File: src/rtl/nn_cfg_loader.sv
// ---------------------------------------------------------------------------
// nn_cfg_loader
//   Host-side transmitter for the accelerator config bus. Per-layer commands
//   are queued in a small FIFO. Each command is replayed as a burst of masked
//   register writes on cfg/cfg_addr/cfg_wr_en in ascending address order,
//   followed by a one-cycle start pulse. The block then waits for the layer
//   done pulse before launching the next queued command.
//
// Ports
//   i_clk        clock, all logic on the rising edge
//   i_rst_n      asynchronous active-low reset
//   i_cmd_valid  host command valid
//   o_cmd_ready  FIFO can accept a command (not full)
//   i_cmd_data   CFG_NUM words, word k = bits[k*CFG_WIDTH +: CFG_WIDTH]
//   i_cmd_mask   bit k set: write word k to config address k
//   o_cfg        config write data (holds last value between writes)
//   o_cfg_addr   config write address (holds last value between writes)
//   o_cfg_wr_en  config write strobe, one write per high cycle
//   o_start      one-cycle layer start pulse
//   i_done       layer-complete pulse, only honoured while waiting for it
//   o_busy       a layer is in flight or the FIFO holds commands
//   o_layer_cnt  number of completed layers, wraps 255 -> 0
// ---------------------------------------------------------------------------
module nn_cfg_loader #(
    parameter int CFG_WIDTH      = 16,
    parameter int CFG_ADDR_WIDTH = 2,
    parameter int CFG_NUM        = 4,
    parameter int DEPTH          = 2
) (
    input  logic                          i_clk,
    input  logic                          i_rst_n,
    input  logic                          i_cmd_valid,
    output logic                          o_cmd_ready,
    input  logic [CFG_NUM*CFG_WIDTH-1:0]  i_cmd_data,
    input  logic [CFG_NUM-1:0]            i_cmd_mask,
    output logic [CFG_WIDTH-1:0]          o_cfg,
    output logic [CFG_ADDR_WIDTH-1:0]     o_cfg_addr,
    output logic                          o_cfg_wr_en,
    output logic                          o_start,
    input  logic                          i_done,
    output logic                          o_busy,
    output logic [7:0]                    o_layer_cnt
);

    localparam int DATA_W = CFG_NUM * CFG_WIDTH;
    localparam int PTR_W  = (DEPTH > 1) ? $clog2(DEPTH) : 1;
    localparam int CNT_W  = $clog2(DEPTH + 1);

    typedef enum logic [1:0] {
        ST_IDLE  = 2'd0,
        ST_WRITE = 2'd1,
        ST_START = 2'd2,
        ST_WAIT  = 2'd3
    } state_t;

    // Index of the lowest set bit; the caller guarantees the mask is non-zero.
    function automatic logic [CFG_ADDR_WIDTH-1:0] lowest_idx(input logic [CFG_NUM-1:0] m);
        logic [CFG_ADDR_WIDTH-1:0] idx;
        idx = '0;
        for (int i = CFG_NUM - 1; i >= 0; i--) begin
            if (m[i]) begin
                idx = CFG_ADDR_WIDTH'(i);
            end else begin
                idx = idx;
            end
        end
        return idx;
    endfunction

    // Select config word k out of a packed command.
    function automatic logic [CFG_WIDTH-1:0] pick_word(input logic [DATA_W-1:0] d,
                                                      input logic [CFG_ADDR_WIDTH-1:0] k);
        logic [CFG_WIDTH-1:0] w;
        w = '0;
        for (int i = 0; i < CFG_NUM; i++) begin
            if (k == CFG_ADDR_WIDTH'(i)) begin
                w = d[i*CFG_WIDTH +: CFG_WIDTH];
            end else begin
                w = w;
            end
        end
        return w;
    endfunction

    state_t                      state_q, state_d;
    logic [DATA_W-1:0]           fifo_data_q [DEPTH];
    logic [DATA_W-1:0]           fifo_data_d [DEPTH];
    logic [CFG_NUM-1:0]          fifo_mask_q [DEPTH];
    logic [CFG_NUM-1:0]          fifo_mask_d [DEPTH];
    logic [PTR_W-1:0]            wr_ptr_q, wr_ptr_d;
    logic [PTR_W-1:0]            rd_ptr_q, rd_ptr_d;
    logic [CNT_W-1:0]            count_q, count_d;
    logic [DATA_W-1:0]           data_sh_q, data_sh_d;
    logic [CFG_NUM-1:0]          pend_q, pend_d;
    logic [CFG_WIDTH-1:0]        cfg_q, cfg_d;
    logic [CFG_ADDR_WIDTH-1:0]   cfg_addr_q, cfg_addr_d;
    logic                        cfg_wr_en_q, cfg_wr_en_d;
    logic                        start_q, start_d;
    logic                        busy_q, busy_d;
    logic                        cmd_ready_q, cmd_ready_d;
    logic [7:0]                  layer_cnt_q, layer_cnt_d;
    logic                        push_s;
    logic                        pop_s;
    logic [CFG_ADDR_WIDTH-1:0]   k_s;

    // Ready is a registered view of the FIFO level, so valid never feeds it.
    assign push_s = i_cmd_valid & cmd_ready_q;
    assign k_s    = lowest_idx(pend_q);

    // Sequencer: pops one command, replays its masked writes, starts, waits for done.
    always_comb begin
        state_d     = state_q;
        pop_s       = 1'b0;
        data_sh_d   = data_sh_q;
        pend_d      = pend_q;
        cfg_d       = cfg_q;
        cfg_addr_d  = cfg_addr_q;
        cfg_wr_en_d = 1'b0;
        start_d     = 1'b0;
        layer_cnt_d = layer_cnt_q;
        case (state_q)
            ST_IDLE: begin
                if (count_q != '0) begin
                    pop_s     = 1'b1;
                    data_sh_d = fifo_data_q[rd_ptr_q];
                    pend_d    = fifo_mask_q[rd_ptr_q];
                    // An all-zero mask skips straight to the start pulse.
                    state_d   = (fifo_mask_q[rd_ptr_q] != '0) ? ST_WRITE : ST_START;
                end else begin
                    state_d = ST_IDLE;
                end
            end
            ST_WRITE: begin
                cfg_wr_en_d = 1'b1;
                cfg_addr_d  = k_s;
                cfg_d       = pick_word(data_sh_q, k_s);
                // Drop the lowest pending bit; skipped indices cost no cycles.
                pend_d      = pend_q & (pend_q - 1'b1);
                if ((pend_q & (pend_q - 1'b1)) == '0) begin
                    state_d = ST_START;
                end else begin
                    state_d = ST_WRITE;
                end
            end
            ST_START: begin
                start_d = 1'b1;
                state_d = ST_WAIT;
            end
            ST_WAIT: begin
                if (i_done) begin
                    layer_cnt_d = layer_cnt_q + 8'd1;
                    state_d     = ST_IDLE;
                end else begin
                    state_d = ST_WAIT;
                end
            end
            default: begin
                state_d = ST_IDLE;
            end
        endcase
    end

    // Command FIFO next-state: storage, pointers and fill level.
    always_comb begin
        fifo_data_d = fifo_data_q;
        fifo_mask_d = fifo_mask_q;
        wr_ptr_d    = wr_ptr_q;
        rd_ptr_d    = rd_ptr_q;
        count_d     = count_q;
        if (push_s) begin
            fifo_data_d[wr_ptr_q] = i_cmd_data;
            fifo_mask_d[wr_ptr_q] = i_cmd_mask;
            wr_ptr_d              = wr_ptr_q + 1'b1;
        end else begin
            wr_ptr_d = wr_ptr_q;
        end
        if (pop_s) begin
            rd_ptr_d = rd_ptr_q + 1'b1;
        end else begin
            rd_ptr_d = rd_ptr_q;
        end
        case ({push_s, pop_s})
            2'b10:   count_d = count_q + 1'b1;
            2'b01:   count_d = count_q - 1'b1;
            default: count_d = count_q;
        endcase
        cmd_ready_d = (count_d != CNT_W'(DEPTH));
        busy_d      = (state_d != ST_IDLE) || (count_d != '0);
    end

    // FIFO storage and pointer registers.
    always_ff @(posedge i_clk or negedge i_rst_n) begin
        if (!i_rst_n) begin
            for (int i = 0; i < DEPTH; i++) begin
                fifo_data_q[i] <= '0;
                fifo_mask_q[i] <= '0;
            end
            wr_ptr_q <= '0;
            rd_ptr_q <= '0;
            count_q  <= '0;
        end else begin
            fifo_data_q <= fifo_data_d;
            fifo_mask_q <= fifo_mask_d;
            wr_ptr_q    <= wr_ptr_d;
            rd_ptr_q    <= rd_ptr_d;
            count_q     <= count_d;
        end
    end

    // Sequencer state, shadow command and registered outputs.
    always_ff @(posedge i_clk or negedge i_rst_n) begin
        if (!i_rst_n) begin
            state_q     <= ST_IDLE;
            data_sh_q   <= '0;
            pend_q      <= '0;
            cfg_q       <= '0;
            cfg_addr_q  <= '0;
            cfg_wr_en_q <= 1'b0;
            start_q     <= 1'b0;
            busy_q      <= 1'b0;
            cmd_ready_q <= 1'b0;
            layer_cnt_q <= 8'd0;
        end else begin
            state_q     <= state_d;
            data_sh_q   <= data_sh_d;
            pend_q      <= pend_d;
            cfg_q       <= cfg_d;
            cfg_addr_q  <= cfg_addr_d;
            cfg_wr_en_q <= cfg_wr_en_d;
            start_q     <= start_d;
            busy_q      <= busy_d;
            cmd_ready_q <= cmd_ready_d;
            layer_cnt_q <= layer_cnt_d;
        end
    end

    assign o_cmd_ready = cmd_ready_q;
    assign o_cfg       = cfg_q;
    assign o_cfg_addr  = cfg_addr_q;
    assign o_cfg_wr_en = cfg_wr_en_q;
    assign o_start     = start_q;
    assign o_busy      = busy_q;
    assign o_layer_cnt = layer_cnt_q;

endmodule

File: config.mk
export PLATFORM = sky130hd
export DESIGN_NAME = nn_cfg_loader
export DESIGN_NICKNAME = d
export VERILOG_FILES = /design/src/rtl/nn_cfg_loader.sv
export SDC_FILE = /design/constraint.sdc
export NUM_CORES = 1
export LEC_CHECK = 0
export BUFFER_PORTS_ARGS = -buffer_cell sky130_fd_sc_hd__buf_2
export CELL_PAD_IN_SITES_DETAIL_PLACEMENT = 1
export CELL_PAD_IN_SITES_GLOBAL_PLACEMENT = 2
export CORE_MARGIN = 1
export CORE_UTILIZATION = 46
export DETAILED_ROUTE_END_ITERATION = 16
export GPL_TIMING_DRIVEN = 1
export HOLD_SLACK_MARGIN = 0.15
export PLACE_DENSITY = 0.82
export SYNTH_ARGS = -nofsm -noshare
export SYNTH_HDL_FRONTEND = slang
export SYNTH_SLANG_ARGS = --single-unit
File: constraint.sdc
create_clock -name i_clk -period 4.2 [get_ports i_clk]
set_input_delay 0.21 -clock i_clk [delete_from_list [all_inputs] [get_ports i_clk]]
set_output_delay 0.21 -clock i_clk [all_outputs]
set_load 0.03 [all_outputs]
Word level (Yosys, flattened, before mapping)
Index checks and enable logic that the tools add are counted.
{ "totals": {"reg_bits": 240, "in_bits": 72, "out_inout_bits": 30, "word_cells": 85} }
{ "op_classes": {"eq_ne": 10, "n_mux": 32, "n_reduce_logical": 13, "add_sub_neg": 6, "bitwise": 4, "order_cmp": 3} }
{ "ops": {"columns": ["operator", "count"], "rows": [
  ["64-bit 2-to-1 mux", 4],
  ["128-bit bitwise mux", 1],
  ["64-bit demux with 1-bit select", 1],
  ["16-bit 2-to-1 mux", 4],
  ["4-bit 2-to-1 mux", 5],
  ["2-bit 2-to-1 mux", 8],
  ["2-bit equality test (second input constant)", 5],
  ["8-bit by 1-bit adder with 8-bit output (second input constant)", 1],
  ["8-bit bitwise mux", 1],
  ["2-bit one-hot mux with 4 select lines", 1],
  ["4-bit one-hot mux with 2 select lines", 1],
  ["2-bit nonzero test", 4],
  ["2-bit by 1-bit equality test with 1-bit output (second input constant)", 3],
  ["2-bit AND reduction", 3],
  ["4-bit AND", 1],
  ["4-bit demux with 1-bit select", 1],
  ["2-bit >= comparator (second input constant)", 2],
  ["2-bit logical NOT", 2],
  ["4-bit logical NOT", 1],
  ["1-bit 2-to-1 mux", 4],
  ["2-bit inequality test (second input constant)", 2],
  ["1-bit inverter with 2-bit output", 2],
  ["2-bit one-hot mux with 2 select lines", 1],
  ["4-bit nonzero test", 1],
  ["8 further kinds", 9]
]} }

Depth between registers and ports, before layout
Gate-level depths: netlist of run 1.
{ "logic_depth": {"word_depth": 10, "ltp_mapped": 10, "depth_no_buf": 7} }

Worst setup path before layout of run 1
No wires, ideal clock.
{ "synth_timing": {"path_kind": "flip-flop to flip-flop", "start": "register count_q[0]", "end": "register cmd_ready_q (netlist: o_cmd_ready)", "slack_ps": 2055, "t_arrival_ps": 2027, "setup_ps": 118, "path_buffers": 3, "path_stages_with_launch": 10, "t_required_ps": 4082, "period_less_slack_ps": 2145, "cell_sequence": "dfrtp_1 nor2_1 or3_1 buf_6 inv_6 buf_12 buf_12 ha_1 or3_1 a21o_1"} }
{ "synth_via": {"elab_chain_len": 6, "word_cells_on_any_way": 9, "cone_classes": "add/sub (2); eq/ne (3); mux (3); reduce/logical (1)"} }
{ "synth_lines": {"columns": ["element", "line_no", "rtl"], "rows": [
  ["start, declared", "92", "logic [CNT_W-1:0] count_q, count_d;"],
  ["start signal, assigned", "206", "count_q <= count_d;"],
  ["2-bit nonzero test", "123", "if (count_q != '0) begin"],
  ["1-bit 2-to-1 mux", "123", null],
  ["1-bit 2-to-1 mux", "121", "case (state_q)"],
  ["2-bit by 1-bit equality test with 1-bit output / 2-bit equality test (equally long branches)", "182", "case ({push_s, pop_s})"],
  ["2-bit one-hot mux with 2 select lines *", "182", null],
  ["2-bit inequality test *", "187", "cmd_ready_d = (count_d != CNT_W'(DEPTH));"],
  ["net cmd_ready_d", "100", "logic cmd_ready_q, cmd_ready_d;"],
  ["end signal, assigned", "232", "cmd_ready_q <= cmd_ready_d;"],
  ["end, declared", "100", null]
]} }
Mark *: on every way through the listed nets, which the timed path passes. The rest lies on a longest branch.
A chain may end at the register's enable or synchronous reset.

Worst setup path after layout of run 1
{ "layout_timing": {"start": "register state_q[0]", "end": "register data_sh_q[7]"} }
{ "layout_via": {"elab_chain_len": 2} }
{ "layout_lines": {"columns": ["element", "line_no", "rtl"], "rows": [
  ["start, declared", "85", "state_t state_q, state_d;"],
  ["start signal, assigned", "224", "state_q <= state_d;"],
  ["2-bit logical NOT", "121", null],
  ["2-bit AND reduction (no source line)", null, null],
  ["end signal, assigned", "225", "data_sh_q <= data_sh_d;"],
  ["end, declared", "93", "logic [DATA_W-1:0] data_sh_q, data_sh_d;"]
]} }
No other way between the ends.

==> results of run 1 <==
==> sequential cells by signal, summed over array words and instances, names as in the netlist <==
register	cells
wr_ptr_q	1
count_q	2
state_q	2
fifo_mask_q	8
o_cfg_wr_en	1
rd_ptr_q	1
o_cfg_addr	2
pend_q	4
o_cfg	16
fifo_data_q	128
o_layer_cnt	8
o_busy	1
o_start	1
o_cmd_ready	1
data_sh_q	64
==> timing repair <==
action	4_1_cts	5_1_grt
hold buffers	71	0
resized for setup	0	0
hold endpoints to repair	251	0
==> synth_stat cells, drive strengths merged, types with 2 or more instances <==
cell type    n
a211oi       3
a21o         2
a311o       16
a31oi       16
and3         2
buf         28
clkbuf      23
dfrtp      240
ha           2
inv          3
mux2       264
mux2i        4
nand2       26
nand2b       2
nand3        3
nand4        4
nor2         3
nor2b       17
nor3         4
o211ai       3
o21ai       21
o22ai        3
o31ai        2
o32ai       16
or3          5
xnor2        7
xor2         3
==> power by group through the flow <==
stage | clock network [mW] | registers [mW] | logic, mW
floorplan | 0 | 4.19 | 3.17
global placement | 0 | 4.39 | 3.81
detailed placement | 0 | 4.48 | 3.98
CTS | 2.65 | 4.46 | 4.08
global route | 2.74 | 4.62 | 4.36
finish | 2.60 | 4.47 | 4.03
==> stage by stage <==
stage | power [mW] | hold WS (ps) | utilization [%]
final | 11.10 | 318.3 | 57.20
after global routing | 11.72 | 411.8 | 57.20
after CTS | 11.19 | 403.5 | 57.20
after detailed placement | 8.458 | 356.9 | 49.76
after global placement | 8.205 | 335.0 | 49.76
after floorplan | 7.353 | -85.59 | -
==> worst max path at each step <==
| stage | from | to | slack (ps) | cells past startpoint |
|---|---|---|---|---|
| 2_1_floorplan | count_q[0]$_DFF_PN0_ | o_cmd_ready$_DFF_PN0_ | 2050 | 9 |
| 3_3_place_gp | state_q[0]$_DFF_PN0_ | data_sh_q[12]$_DFFE_PN0N_ | 1720 | 4 |
| 3_5_place_dp | state_q[1]$_DFF_PN0_ | data_sh_q[7]$_DFFE_PN0N_ | 1620 | 4 |
| 4_1_cts | state_q[1]$_DFF_PN0_ | data_sh_q[7]$_DFFE_PN0N_ | 1590 | 4 |
| 5_1_grt | state_q[0]$_DFF_PN0_ | data_sh_q[2]$_DFFE_PN0N_ | 1470 | 4 |
| 6_report | state_q[0]$_DFF_PN0_ | data_sh_q[7]$_DFFE_PN0N_ | 1570 | 4 |
==> routing by layer <==
metal / routed length, um / GRT usage, % / up-vias
met5: 0 / 0 / -
met4: 636 / 6.554 / 0
met3: 853 / 2.914 / 42
met2: 12670 / 38.05 / 137
met1: 11550 / 30.37 / 3452
li1: - / - / 2994
==> cell type report <==
type / instances / area share [%]
Clock buffer: 34 / 5.635
Sequential cell: 240 / 46.24
Tap cell: 285 / 2.745
Timing Repair Buffer: 179 / 9.940
Clock inverter: 12 / 1.898
Multi-Input combinational cell: 438 / 33.38
Inverter: 4 / 0.1541
==> kinds of logic after synthesis <==
kind of cell / Yosys count / synth area share (%)
adders and majority gates: 3 / 0.3282
AOI/OAI and AO/OA: 87 / 6.014
and+or+nand+nor: 70 / 3.400
xor gates and xnor gates: 10 / 0.8207
muxes: 268 / 29.95
DFF: 240 / 56.27
buffers and inverters: 55 / 3.212
==> reports/qor.txt, run 1 <==
All-Layer GR Usage: 22.47%
Critical Path End Type: flop
EDFF count, synth: 0
post-synth net total: 807
finished layout cell area: 0.01299 mm^2
Initial Util: 47.00%
die area: 0.02381 mm^2
CTS Buf Count: 27
Fillers: 2181
Synth area leaders: dfrtp_1 (56%), mux2_2 (23%), mux2_4 (6.9%)
GPL Wtd Cong: 0.8116
Clock Sinks: 240
Worst slew margin: 23.90%
fmax: 380.7 MHz
H-tree levels: 1
maximum vdd drop: 371.3 uV
antenna violations before repair: 0
1st-pass router iterations: 4
die height: 154.3 um
Arr. time, crit path: 3040 ps
Placed Area: 0.01130 mm^2
# DRC: 0
reg-to-reg startpoint: state_q[0]$_DFF_PN0_
largest buffer count on any clock path: 3
fin crit share: 62.54%
Worst-Margin Slew: 1142 ps
max incr delay on CP: 570 ps
Final Critical Period: 2627 ps
Slew Limit Fails: 0
dpl ws: 1616 ps
P_leak: 5.659 nW
async set-reset flop share out of synthesis: 100.0%
WP data required: 4610 ps
DR vias/cell: 5.558
Yosys top cell area share: 56.27%
Post-DP HPWL: 16470 um
Core ar.: 0.02271 mm^2
Crit Path Class: reg -> reg
CP startpoint kind: flop
fin cells: 1192
Mapped Area: 0.01067 mm^2
Worst path slowest cell: or3_1
Clock Power Share: 23.4%
Syn Inst Count: 733
Seq/Total Area, Yosys: 56.27%
CTS root buffer: clkbuf_16
pwr dens: 854.6 mW/mm^2
most frequent cells in the layout: dfrtp_1 (239), mux2_2 (215), buf_2 (100)
row cnt: 55
post-synthesis cell type count: 45
ratio of cells with drive above 1 in the final layout: 46.31%
max cap viols: 0
P_int: 7.412 mW
Switching Fraction: 33.23%
grt total ovfl: 0
Syn Area/Cell: 14.56 um^2
CP bufs+invs: 2
Yosys Warn Count: 0
ANT cells: 0
RSZ-0062 raised after global routing: no
vias in the first global route: 7390
Synth Flop Type: dfrtp_1
largest net degree at the start of global routing: 117
r2r endpoint: data_sh_q[7]$_DFFE_PN0N_
commonest non-fill, non-tap cell in the layout: dfrtp_1
Nets: 964
Routed Antenna Nets: 0
Setup Fix Bufs, Post-CTS: 0
area of the multi-input gates: 0.004337 mm^2
cells on worst reg2reg path: 4
Final setup viols: 0
DR vias: 6625
first-pass GRT wire length: 41590 um
drt first-iter violations: 271
CP max FO: 36
flop-to-flop setup slack: 1570 ps
WL/cell: 21.57 um
power share of the sequential group: 40.3%
Worst Clk Skew: 14.75 ps
Clock transition at path regs: 60 ps
flip-flop and latch area: 0.006007 mm^2
die width: 154.3 um
fin worst setup slack: 1573 ps
status: finished clean
Setup TNS: 0 ps
Synth area leader: dfrtp_1
Skew-Pair Late Insertion Delay: 530 ps
critical path's top delay family: buffers and inverters
area delta synth->final: 21.71%
Comb pwr share: 36.3%
# IOs: 102
CTS tree: yes
worst-path cell chain: or3_1, inv_6, buf_4, mux2_2
switching power: 3.689 mW
Post-Place Cells: 1075
Hold Fails Final Rpt: 0
Detailed Route WL: 25710 um
IO Port Bufs: 101
FF+latch count, synth: 240
Hold Crit Class: in -> async
Note: power is estimated with default switching activity, not from simulation.
==> run 2, diff against run 1 <==
Settings changed: CORE_UTILIZATION 46 to 38, PLACE_DENSITY 0.82 to 0.72.
Clock period 4.2 ns to 2.35 ns, I/O delays scaled along.
==> run 2 against run 1 <==
  * Routed wire length decreased by 0.86%
  * Clock power increased by 65%
  * Sequential share of layout area decreased by 0.68 points
  * Highest routed layer unchanged
  * Clock skew decreased by 6.0 ps
  * Combinational power increased by 91%
  * Utilization decreased by 8.8 points
  * Worst hold slack got worse by 150 ps
  * Clock-buffer cell count increased by 4
  * Via count decreased by 1.0%
==> reports/qor.txt, run 2 (same netlist as run 1, synthesis figures left out) <==
CTS Buf Count: 27 (unchanged)
Routed Antenna Nets: 0 (unchanged)
flop-to-flop setup slack: 280 ps (was 1570 ps)
die area: 0.02876 mm^2 (was 0.02381 mm^2)
IO Port Bufs: 101 (unchanged)
WL/cell: 19.73 um (was 21.57 um)
first-pass GRT wire length: 41260 um (was 41590 um)
H-tree levels: 1 (unchanged)
fin worst setup slack: 282.5 ps (was 1573 ps)
# IOs: 102 (unchanged)
die height: 169.6 um (was 154.3 um)
Core Util, Final: 48.38% (was 57.20%)
RSZ-0062 raised after global routing: no (unchanged)
vias in the first global route: 7263 (was 7390)
All-Layer GR Usage: 18.24% (was 22.47%)
max reg flops: 128 (unchanged)
Arr. time, crit path: 2480 ps (was 3040 ps)
Initial Util: 39.16% (was 47.00%)
CP max FO: 8 (was 36)
Hold Fails Final Rpt: 0 (unchanged)
area delta synth->final: 23.53% (was 21.71%)
maximum vdd drop: 596.4 uV (was 371.3 uV)
Biggest register: fifo_data_q (unchanged)
P_leak: 5.700 nW (was 5.659 nW)
Clock Sinks: 240 (unchanged)
Nets: 975 (was 964)
DR vias/cell: 5.076 (was 5.558)
Detailed Route WL: 25490 um (was 25710 um)
DR vias: 6558 (was 6625)
dpl ws: 306.0 ps (was 1616 ps)
r2r endpoint: o_cmd_ready$_DFF_PN0_ (was data_sh_q[7]$_DFFE_PN0N_)
pwr dens: 1487 mW/mm^2 (was 854.6 mW/mm^2)
GPL Wtd Cong: 0.8329 (was 0.8116)
Core ar.: 0.02725 mm^2 (was 0.02271 mm^2)
area of the multi-input gates: 0.004337 mm^2 (unchanged)
Worst Clk Skew: 8.702 ps (was 14.75 ps)
cells on worst reg2reg path: 6 (was 4)
max incr delay on CP: 490 ps (was 570 ps)
antenna violations before repair: 0 (unchanged)
worst-path cell chain: nor2_1, or3_1, inv_6, ha_1, or3_1, a21o_1 (was or3_1, inv_6, buf_4, mux2_2)
1st-pass router iterations: 4 (unchanged)
Slew Limit Fails: 0 (unchanged)
Critical Path End Type: flop (unchanged)
commonest non-fill, non-tap cell in the layout: dfrtp_1 (unchanged)
crit-path most repeated cell: or3_1
fmax: 483.7 MHz (was 380.7 MHz)
Setup TNS: 0 ps (unchanged)
fin crit share: 87.98% (was 62.54%)
CTS root buffer: clkbuf_16 (unchanged)
critical path's top delay family: simple AND/OR/NAND/NOR gates (was buffers and inverters)
largest net degree at the start of global routing: 77 (was 117)
Fillers: 2747 (was 2181)
Final setup viols: 0 (unchanged)
Crit Path Class: reg -> reg (unchanged)
Hold Crit Class: in -> async (unchanged)
largest buffer count on any clock path: 3 (unchanged)
Clock transition at path regs: 60 ps (about the same)
max cap viols: 0 (unchanged)
# DRC: 0 (unchanged)
Setup Fix Bufs, Post-CTS: 0 (unchanged)
finished layout cell area: 0.01318 mm^2 (was 0.01299 mm^2)
CP Depth: 6 (was 4)
most frequent cells in the layout: dfrtp_1 (239), mux2_2 (215), buf_2 (100) (unchanged)
Worst path slowest cell: or3_1 (unchanged)
WP data required: 2760 ps (was 4610 ps)
row cnt: 60 (was 55)
CP startpoint kind: flop (unchanged)
status: finished clean (unchanged)
Worst-Margin Slew: 696.3 ps (was 1142 ps)
die width: 169.6 um (was 154.3 um)
flip-flop and latch area: 0.006007 mm^2 (unchanged)
Skew-Pair Late Insertion Delay: 520 ps (was 530 ps)
Hold WS: 169.7 ps (was 318.3 ps)
ratio of cells with drive above 1 in the final layout: 46.96% (was 46.31%)
Final Critical Period: 2068 ps (was 2627 ps)
Worst slew margin: 53.44% (was 23.90%)
reg-to-reg startpoint: count_q[0]$_DFF_PN0_ (was state_q[0]$_DFF_PN0_)
drt first-iter violations: 292 (was 271)
CTS tree: yes (unchanged)
ANT cells: 0 (unchanged)
Post-DP HPWL: 17300 um (was 16470 um)
Placed Area: 0.01155 mm^2 (was 0.01130 mm^2)
CP bufs+invs: 1 (was 2)
grt total ovfl: 0 (unchanged)
[run 2: through the flow]
step	power, mW	cells
4_1_cts	19.85	1292
5_1_grt	20.77	1292
2_1_floorplan	13.14	733
3_5_place_dp	15.35	1173
6_report	19.60	1292
3_3_place_gp	14.93	1173
[run 2: per-layer routing]
layer  global-route usage (%)  wire (um)
met2                    30.61      12370
met4                    4.269        505
met3                    2.146        757
met5                        0          0
met1                    25.16      11860
[run 2: worst max path at each step]
stage	from	to	slack [ps]
after floorplan	count_q[0]$_DFF_PN0_	o_cmd_ready$_DFF_PN0_	200
after CTS	count_q[0]$_DFF_PN0_	o_cmd_ready$_DFF_PN0_	290
final	count_q[0]$_DFF_PN0_	o_cmd_ready$_DFF_PN0_	280
after global routing	count_q[0]$_DFF_PN0_	o_busy$_DFF_PN0_	170
after global placement	count_q[0]$_DFF_PN0_	o_cmd_ready$_DFF_PN0_	360
after detailed placement	count_q[0]$_DFF_PN0_	o_cmd_ready$_DFF_PN0_	310
[run 2: layout make-up]
type	count	area share (%)
clock buffer	38	5.894
clock inverter	10	1.072
inverter	4	0.1518
multi-input combinational	438	32.89
sequential	240	45.56
tap	372	3.530
timing repair buffer	190	10.89
[run 2: power breakdown]
group / switching [mW] / internal [mW] / total, mW
clock network: 1.66 / 2.63 / 4.29
logic: 3.53 / 4.17 / 7.71
registers: 1.36 / 6.25 / 7.61
total: 6.56 / 13.0 / 19.6
[run 2: repair_timing]
item,CTS,global route
resized for setup,0,0
hold endpoints to repair,351,0
hold buffers,71,0
